File: src/rtl/ysyx_25020047_ifu_fetch_if.sv
// Fetch-stage bus: redirect input, imem request/response, decode output.
// master = fetch stage, slave = memory/decode/redirect side.
`timescale 1ns/1ps
interface ysyx_25020047_ifu_fetch_if;
  logic        redirect_valid;
  logic [31:0] redirect_pc;
  logic        imem_req_valid;
  logic        imem_req_ready;
  logic [31:0] imem_req_addr;
  logic        imem_rsp_valid;
  logic [31:0] imem_rsp_data;
  logic        imem_rsp_err;
  logic        out_valid;
  logic        out_ready;
  logic [31:0] out_inst;
  logic [31:0] out_pc;
  logic        out_err;

  modport master (
    input  redirect_valid, redirect_pc,
    output imem_req_valid, imem_req_addr,
    input  imem_req_ready,
    input  imem_rsp_valid, imem_rsp_data, imem_rsp_err,
    output out_valid, out_inst, out_pc, out_err,
    input  out_ready
  );

  modport slave (
    output redirect_valid, redirect_pc,
    input  imem_req_valid, imem_req_addr,
    output imem_req_ready,
    output imem_rsp_valid, imem_rsp_data, imem_rsp_err,
    input  out_valid, out_inst, out_pc, out_err,
    output out_ready
  );
endinterface

File: src/rtl/ysyx_25020047_ifu_fetch.sv
// Instruction fetch: one-outstanding imem requests, output FIFO to decode.
// Ports: clk, rst (async active-low), bus (master: redirect/imem/out).
`timescale 1ns/1ps
module ysyx_25020047_ifu_fetch #(
  parameter logic [31:0] RESET_PC   = 32'h8000_0000,
  parameter int          FIFO_DEPTH = 2
) (
  input logic                     clk,
  input logic                     rst,
  ysyx_25020047_ifu_fetch_if.master bus
);
  localparam int AW = $clog2(FIFO_DEPTH);
  localparam logic [AW:0] L_FULL = (AW+1)'(FIFO_DEPTH);

  typedef enum logic [1:0] {
    S_REQ, S_WAIT, S_DROP, S_HALT
  } state_t;

  state_t      r_state;
  logic [31:0] r_pc;
  logic [AW:0] r_count;
  logic [AW-1:0] r_head;
  logic [AW-1:0] r_tail;
  logic [31:0] r_inst [FIFO_DEPTH];
  logic [31:0] r_ipc  [FIFO_DEPTH];
  logic        r_err  [FIFO_DEPTH];

  logic w_req_valid;
  logic w_hs;
  logic w_rsp;
  logic w_redir;
  logic w_push;
  logic w_pop;
  logic w_out_valid;

  assign w_redir = bus.redirect_valid;
  assign w_rsp   = bus.imem_rsp_valid;
  // rst gates the request so nothing leaves while in reset
  assign w_req_valid = rst & (r_state == S_REQ)
                     & (r_count < L_FULL);
  assign w_hs    = w_req_valid & bus.imem_req_ready;
  assign w_push  = (r_state == S_WAIT) & w_rsp & ~w_redir;
  assign w_out_valid = (r_count != '0);
  assign w_pop   = w_out_valid & bus.out_ready;

  assign bus.imem_req_valid = w_req_valid;
  assign bus.imem_req_addr  = r_pc;
  assign bus.out_valid = w_out_valid;
  assign bus.out_inst  = r_inst[r_head];
  assign bus.out_pc    = r_ipc[r_head];
  assign bus.out_err   = r_err[r_head];

  always_ff @(posedge clk or negedge rst) begin
    if (!rst) begin
      r_state <= S_REQ;
      r_pc    <= RESET_PC;
    end else if (w_redir) begin
      r_pc <= {bus.redirect_pc[31:2], 2'b00};
      // a request still in flight after this edge must be swallowed
      if (((r_state == S_WAIT) && !w_rsp) ||
          ((r_state == S_DROP) && !w_rsp) ||
          ((r_state == S_REQ) && w_hs))
        r_state <= S_DROP;
      else
        r_state <= S_REQ;
    end else begin
      unique case (r_state)
        S_REQ: begin
          if (w_hs) r_state <= S_WAIT;
        end
        S_WAIT: begin
          if (w_rsp) begin
            r_pc    <= r_pc + 32'd4;
            r_state <= bus.imem_rsp_err ? S_HALT : S_REQ;
          end
        end
        S_DROP: begin
          if (w_rsp) r_state <= S_REQ;
        end
        S_HALT: begin
          r_state <= S_HALT;
        end
        default: r_state <= S_REQ;
      endcase
    end
  end

  always_ff @(posedge clk or negedge rst) begin
    if (!rst) begin
      r_head  <= '0;
      r_tail  <= '0;
      r_count <= '0;
      for (int i = 0; i < FIFO_DEPTH; i++) begin
        r_inst[i] <= '0;
        r_ipc[i]  <= '0;
        r_err[i]  <= 1'b0;
      end
    end else if (w_redir) begin
      r_head  <= '0;
      r_tail  <= '0;
      r_count <= '0;
    end else begin
      if (w_push) begin
        r_inst[r_tail] <= bus.imem_rsp_data;
        r_ipc[r_tail]  <= r_pc;
        r_err[r_tail]  <= bus.imem_rsp_err;
        r_tail <= r_tail + 1'b1;
      end
      if (w_pop) r_head <= r_head + 1'b1;
      case ({w_push, w_pop})
        2'b10:   r_count <= r_count + 1'b1;
        2'b01:   r_count <= r_count - 1'b1;
        default: r_count <= r_count;
      endcase
    end
  end
endmodule

File: src/flat_wrapper.sv
// flat-port wrapper written by rule: the top's interface ports become plain ports
module ysyx_25020047_ifu_fetch_flat 
#(
  parameter logic [31:0] RESET_PC   = 32'h8000_0000,
  parameter int          FIFO_DEPTH = 2
)
  (clk, rst, bus_redirect_valid, bus_redirect_pc, bus_imem_req_valid, bus_imem_req_addr, bus_imem_req_ready, bus_imem_rsp_valid, bus_imem_rsp_data, bus_imem_rsp_err, bus_out_valid, bus_out_inst, bus_out_pc, bus_out_err, bus_out_ready);
  ysyx_25020047_ifu_fetch_if bus_i ();
  input logic clk;
  input logic rst;
  input wire logic [$bits(bus_i.redirect_valid)-1:0] bus_redirect_valid;
  input wire logic [$bits(bus_i.redirect_pc)-1:0] bus_redirect_pc;
  output wire logic [$bits(bus_i.imem_req_valid)-1:0] bus_imem_req_valid;
  output wire logic [$bits(bus_i.imem_req_addr)-1:0] bus_imem_req_addr;
  input wire logic [$bits(bus_i.imem_req_ready)-1:0] bus_imem_req_ready;
  input wire logic [$bits(bus_i.imem_rsp_valid)-1:0] bus_imem_rsp_valid;
  input wire logic [$bits(bus_i.imem_rsp_data)-1:0] bus_imem_rsp_data;
  input wire logic [$bits(bus_i.imem_rsp_err)-1:0] bus_imem_rsp_err;
  output wire logic [$bits(bus_i.out_valid)-1:0] bus_out_valid;
  output wire logic [$bits(bus_i.out_inst)-1:0] bus_out_inst;
  output wire logic [$bits(bus_i.out_pc)-1:0] bus_out_pc;
  output wire logic [$bits(bus_i.out_err)-1:0] bus_out_err;
  input wire logic [$bits(bus_i.out_ready)-1:0] bus_out_ready;
  assign bus_i.redirect_valid = bus_redirect_valid;
  assign bus_i.redirect_pc = bus_redirect_pc;
  assign bus_imem_req_valid = bus_i.imem_req_valid;
  assign bus_imem_req_addr = bus_i.imem_req_addr;
  assign bus_i.imem_req_ready = bus_imem_req_ready;
  assign bus_i.imem_rsp_valid = bus_imem_rsp_valid;
  assign bus_i.imem_rsp_data = bus_imem_rsp_data;
  assign bus_i.imem_rsp_err = bus_imem_rsp_err;
  assign bus_out_valid = bus_i.out_valid;
  assign bus_out_inst = bus_i.out_inst;
  assign bus_out_pc = bus_i.out_pc;
  assign bus_out_err = bus_i.out_err;
  assign bus_i.out_ready = bus_out_ready;
  ysyx_25020047_ifu_fetch #(.RESET_PC(RESET_PC), .FIFO_DEPTH(FIFO_DEPTH)) u_core (.clk(clk), .rst(rst), .bus(bus_i));
endmodule
File: config.mk
export PLATFORM = sky130hd
export DESIGN_NAME = ysyx_25020047_ifu_fetch_flat
export DESIGN_NICKNAME = d
export VERILOG_FILES = /design/src/rtl/ysyx_25020047_ifu_fetch_if.sv /design/src/rtl/ysyx_25020047_ifu_fetch.sv /design/src/flat_wrapper.sv
export SDC_FILE = /design/constraint.sdc
export NUM_CORES = 1
export LEC_CHECK = 0
export BUFFER_PORTS_ARGS = -buffer_cell sky130_fd_sc_hd__buf_2
export CAP_MARGIN = 15
export CORE_MARGIN = 2
export CORE_UTILIZATION = 54
export DETAILED_ROUTE_END_ITERATION = 8
export GPL_ROUTABILITY_DRIVEN = 0
export PLACE_DENSITY = 0.8
export SLEW_MARGIN = 25
export SYNTH_ARGS = -nofsm -noshare
export SYNTH_HDL_FRONTEND = slang
export SYNTH_SLANG_ARGS = --single-unit
File: constraint.sdc
create_clock -name clk -period 2.8 [get_ports clk]
set_input_delay 0.14 -clock clk [delete_from_list [all_inputs] [get_ports clk]]
set_output_delay 0.14 -clock clk [all_outputs]
set_load 0.005 [all_outputs]
==> flow_summary_export.csv <==
group,metric,value,unit
floorplanning,floorplan.die_area,14910,µm²
logic_synthesis,synth_sequential_area_ratio,53.83,%
sta,period_needed,2560,ps
cells_and_area,antenna_cells,0,
clock_network,clkSlewWorstSetupHoldPaths,60,ps
cells_and_area,most_frequent_cells_in_the_layout,"sky130_fd_sc_hd__mux2_2, sky130_fd_sc_hd__buf_2, sky130_fd_sc_hd__dfrtp_1",
sta,max_frequency,390.6,MHz
sta,finalHoldWorstSlack,26.37,ps
worst_setup_path,worstPathCellList,"ha_1 -> nand4_1 -> or4_1 -> or4_1 -> a31oi_1",
logic_synthesis,synthesis.yosys.warnings,0,
floorplanning,core,13770,µm²
logic_synthesis,synthesis.instances,589,
clock_network,cts-root-to-sink-buffers,2,
placed_design,dp.final_hpwl,11.39,mm
sta,report.final.hold_viol_count,0,
floorplanning,floorplan.io_pins,170,
cells_and_area,syn_to_final_growth,29.76,%
worst_setup_path,timing.rr.start,"u_core.bus.imem_req_addr[2]",
job,maxCapViolCount,0,
route,finalWirelength,18.46,mm
logic_synthesis,post-synth-top-area-fraction,53.48,%
clock_network,clkSinkCount,162,
power,power_density,738.2,nW/µm²
worst_setup_path,slowest_stage_cell_cp,"sky130_fd_sc_hd__or4_1",
logic_synthesis,synth_ff_type,"sky130_fd_sc_hd__dfrtp_1",
route,num_vias,5653,
worst_setup_path,crit_fanout,16,
route,drc,0,
floorplanning,initial_core_util,54.70,%
floorplanning,die_width,122.1,µm
worst_setup_path,worst_setup_path_startpoint,"u_core.bus.imem_req_addr[2]",
sta,fin_setup_tns,0,ps
route,ant_nets,0,
worst_setup_path,worstSetupPathType,"reg -> reg",
logic_synthesis,synth_edf_count,0,
global_route,antenna_found_initial,0,
outcome,outcome,"finished, final reports clean",
worst_setup_path,crit_top_cell,"sky130_fd_sc_hd__or4_1",
power,leakage,4.659,nW
logic_synthesis,ys_types,48,
clock_network,cts_max_level,4,
worst_setup_path,critical-path-max-stage-delay,790,ps
global_route,grt_pass1_wl,29.26,mm
logic_synthesis,synthTopCellsByArea,"sky130_fd_sc_hd__dfrtp_1, sky130_fd_sc_hd__mux2_2, sky130_fd_sc_hd__nand2_1",
global_route,groute.usage.overall,25.44,%
logic_synthesis,mappedNetlistArea,7533,µm²
worst_setup_path,worst_setup_path_start_kind,"flop",
worst_setup_path,endpoint_kind,"flop",
logic_synthesis,synth.ff_latch_count,162,
cells_and_area,post_route_cells_drive_above_1_share,48.17,%
worst_setup_path,timing.critical_path.max_delay_family,"simple AND/OR/NAND/NOR gates",
sta,slew_headroom,43.60,%
route,iteration_count_of_the_initial_detailed_routing_pass,4,
min_path,min-delay-start,"bus_redirect_pc[31]",
clock_network,cts.root.buffer_cell,"sky130_fd_sc_hd__clkbuf_16",
power,totalPowerFinal,7.216,mW
logic_synthesis,synth_async_sr_flop_share,100.0,%
cells_and_area,final_common_cell,"sky130_fd_sc_hd__mux2_2",
clock_network,numCtsBuffers,17,
sta,final.period_utilization,91.44,%
sta,worstMarginPinSlew,846.0,ps
global_route,grt_pass1_vias,5895,
global_route,grt_overflow,0,
worst_setup_path,critical_path_buf_inv_count,0,
logic_synthesis,postSynthAreaPerCell,12.79,µm²
sta,grt_setup_unrepaired,"false",
global_route,grt_max_degree,163,
cells_and_area,final_core_util,70.98,%
worst_setup_path,crit_required,3140,ps
cells_and_area,design.final.nets,879,
clock_network,cts_tree,"built",
clock_network,cts.repair.resized,0,
worst_setup_path,cp_data_arrival_time,2900,ps
min_path,hold_path_class,"in -> reg",
placed_design,port_buffers,163,
sta,skew,8.821,ps
route,route.detailed.wl_per_inst,18.49,µm
clock_network,insertion_delay,420,ps
route,route.detailed.vias_per_inst,5.664,
power,vdd_ir_drop_max,0.4219,mV
sta,max_slew_violation_total_from_the_final_report,0,
floorplanning,chipHeight,122.1,µm
floorplanning,row_count,43,
logic_synthesis,synth_top_area_cell,"sky130_fd_sc_hd__dfrtp_1",
sta,setup_viol,0,
route,detail_route.iter0.violations,423,
through the flow:
step                      std cells  setup slack (ps)  instance area [µm²]
final                           998             239.7                 9776
after global routing            998             125.9                 9776
after CTS                       998             248.5                 9776
after detailed placement        905             264.1                 8546
after global placement          905             338.7                 8546
after floorplan                 592             661.5                 7545
sequential cells by signal, indices dropped and copies added (netlist names):
name / cells
u_core.bus.imem_req_addr: 30
u_core.r_count: 2
u_core.r_err: 2
u_core.r_head: 1
u_core.r_inst: 64
u_core.r_ipc: 60
u_core.r_state: 2
u_core.r_tail: 1
report_power, final:
part           internal [mW]  switching (mW)  total [mW]
Combinational           1.06           0.665        1.72
Clock                   1.47           0.861        2.33
Sequential              2.84           0.326        3.16
Total                   5.36            1.85        7.22
worst register-to-register path, cell delays in order, from the launching register on:
cell,delay (ps)
sky130_fd_sc_hd__dfrtp_1,460
sky130_fd_sc_hd__ha_1,230
sky130_fd_sc_hd__nand4_1,220
sky130_fd_sc_hd__or4_1,790
sky130_fd_sc_hd__or4_1,590
sky130_fd_sc_hd__a31oi_1,190
what timing repair did:
| item | 4_1_cts | 5_1_grt |
|---|---|---|
| setup endpoints to repair | 0 | 0 |
| hold buffers | 63 | 0 |
| buffers inserted | 0 | 0 |
| hold endpoints to repair | 255 | 0 |
layer usage:
layer | vias up | share of wire (%) | global-route usage, %
met5 | - | 0 | 0
met4 | 0 | 2.5 | 10.20
met3 | 35 | 6.1 | 6.086
met2 | 203 | 49 | 42.70
met1 | 2834 | 42 | 31.78
li1 | 2581 | - | -
final timing paths:
kind	endpoint	slack [ps]	depth (start not counted)
setup / recovery	u_core.bus.imem_req_addr[24]	240	5
hold / removal	u_core.bus.imem_req_addr[31]	30	4
setup reg to reg	u_core.bus.imem_req_addr[24]	240	5
hold reg to reg	u_core.r_ipc[25]	490	2
max in group asynchronous	u_core.r_head	1600	3
min in group asynchronous	u_core.r_inst[60]	570	3
synthesized netlist by cell type (2+ instances only):
cell	count
sky130_fd_sc_hd__o311ai_0	2
sky130_fd_sc_hd__nand2_1	33
sky130_fd_sc_hd__or3_1	2
sky130_fd_sc_hd__o211ai_1	6
sky130_fd_sc_hd__mux2_2	186
sky130_fd_sc_hd__nor4_1	3
sky130_fd_sc_hd__nor2b_1	2
sky130_fd_sc_hd__nand4_1	7
sky130_fd_sc_hd__and3_1	3
sky130_fd_sc_hd__dfrtp_1	161
sky130_fd_sc_hd__a31oi_1	8
sky130_fd_sc_hd__and2_1	2
sky130_fd_sc_hd__a21oi_1	4
sky130_fd_sc_hd__buf_4	5
sky130_fd_sc_hd__xor2_1	4
sky130_fd_sc_hd__clkbuf_1	26
sky130_fd_sc_hd__nand3_1	22
sky130_fd_sc_hd__inv_1	5
sky130_fd_sc_hd__or4_1	15
sky130_fd_sc_hd__nor3_1	6
sky130_fd_sc_hd__o21ai_0	20
sky130_fd_sc_hd__o31ai_1	7
sky130_fd_sc_hd__buf_1	3
sky130_fd_sc_hd__a221o_1	2
sky130_fd_sc_hd__and4_1	5
sky130_fd_sc_hd__nor2_1	16
sky130_fd_sc_hd__xnor2_1	8
sky130_fd_sc_hd__nor3b_1	2
sky130_fd_sc_hd__buf_2	5
cells by family after synthesis:
logic type / count (synthesis) / share of synthesized area [%]
adders and majority gates: 1 / 0.1661
DFF: 162 / 53.83
muxes: 187 / 27.94
other: 1 / 0.04978
xor gates and xnor gates: 12 / 1.395
and+or+nand+nor: 128 / 9.467
AOI/OAI and AO/OA: 54 / 4.634
buffers and inverters: 44 / 2.524
layout make-up:
class	instances	area, µm²
Sequential cell	162	4056
Fill cell	955	3998
Inverter	5	18.77
Multi-Input combinational cell	386	3318
Tap cell	180	225.2
Clock buffer	26	529.3
Clock inverter	4	70.07
Timing Repair Buffer	235	1558
(Power assumes the default switching activity.)
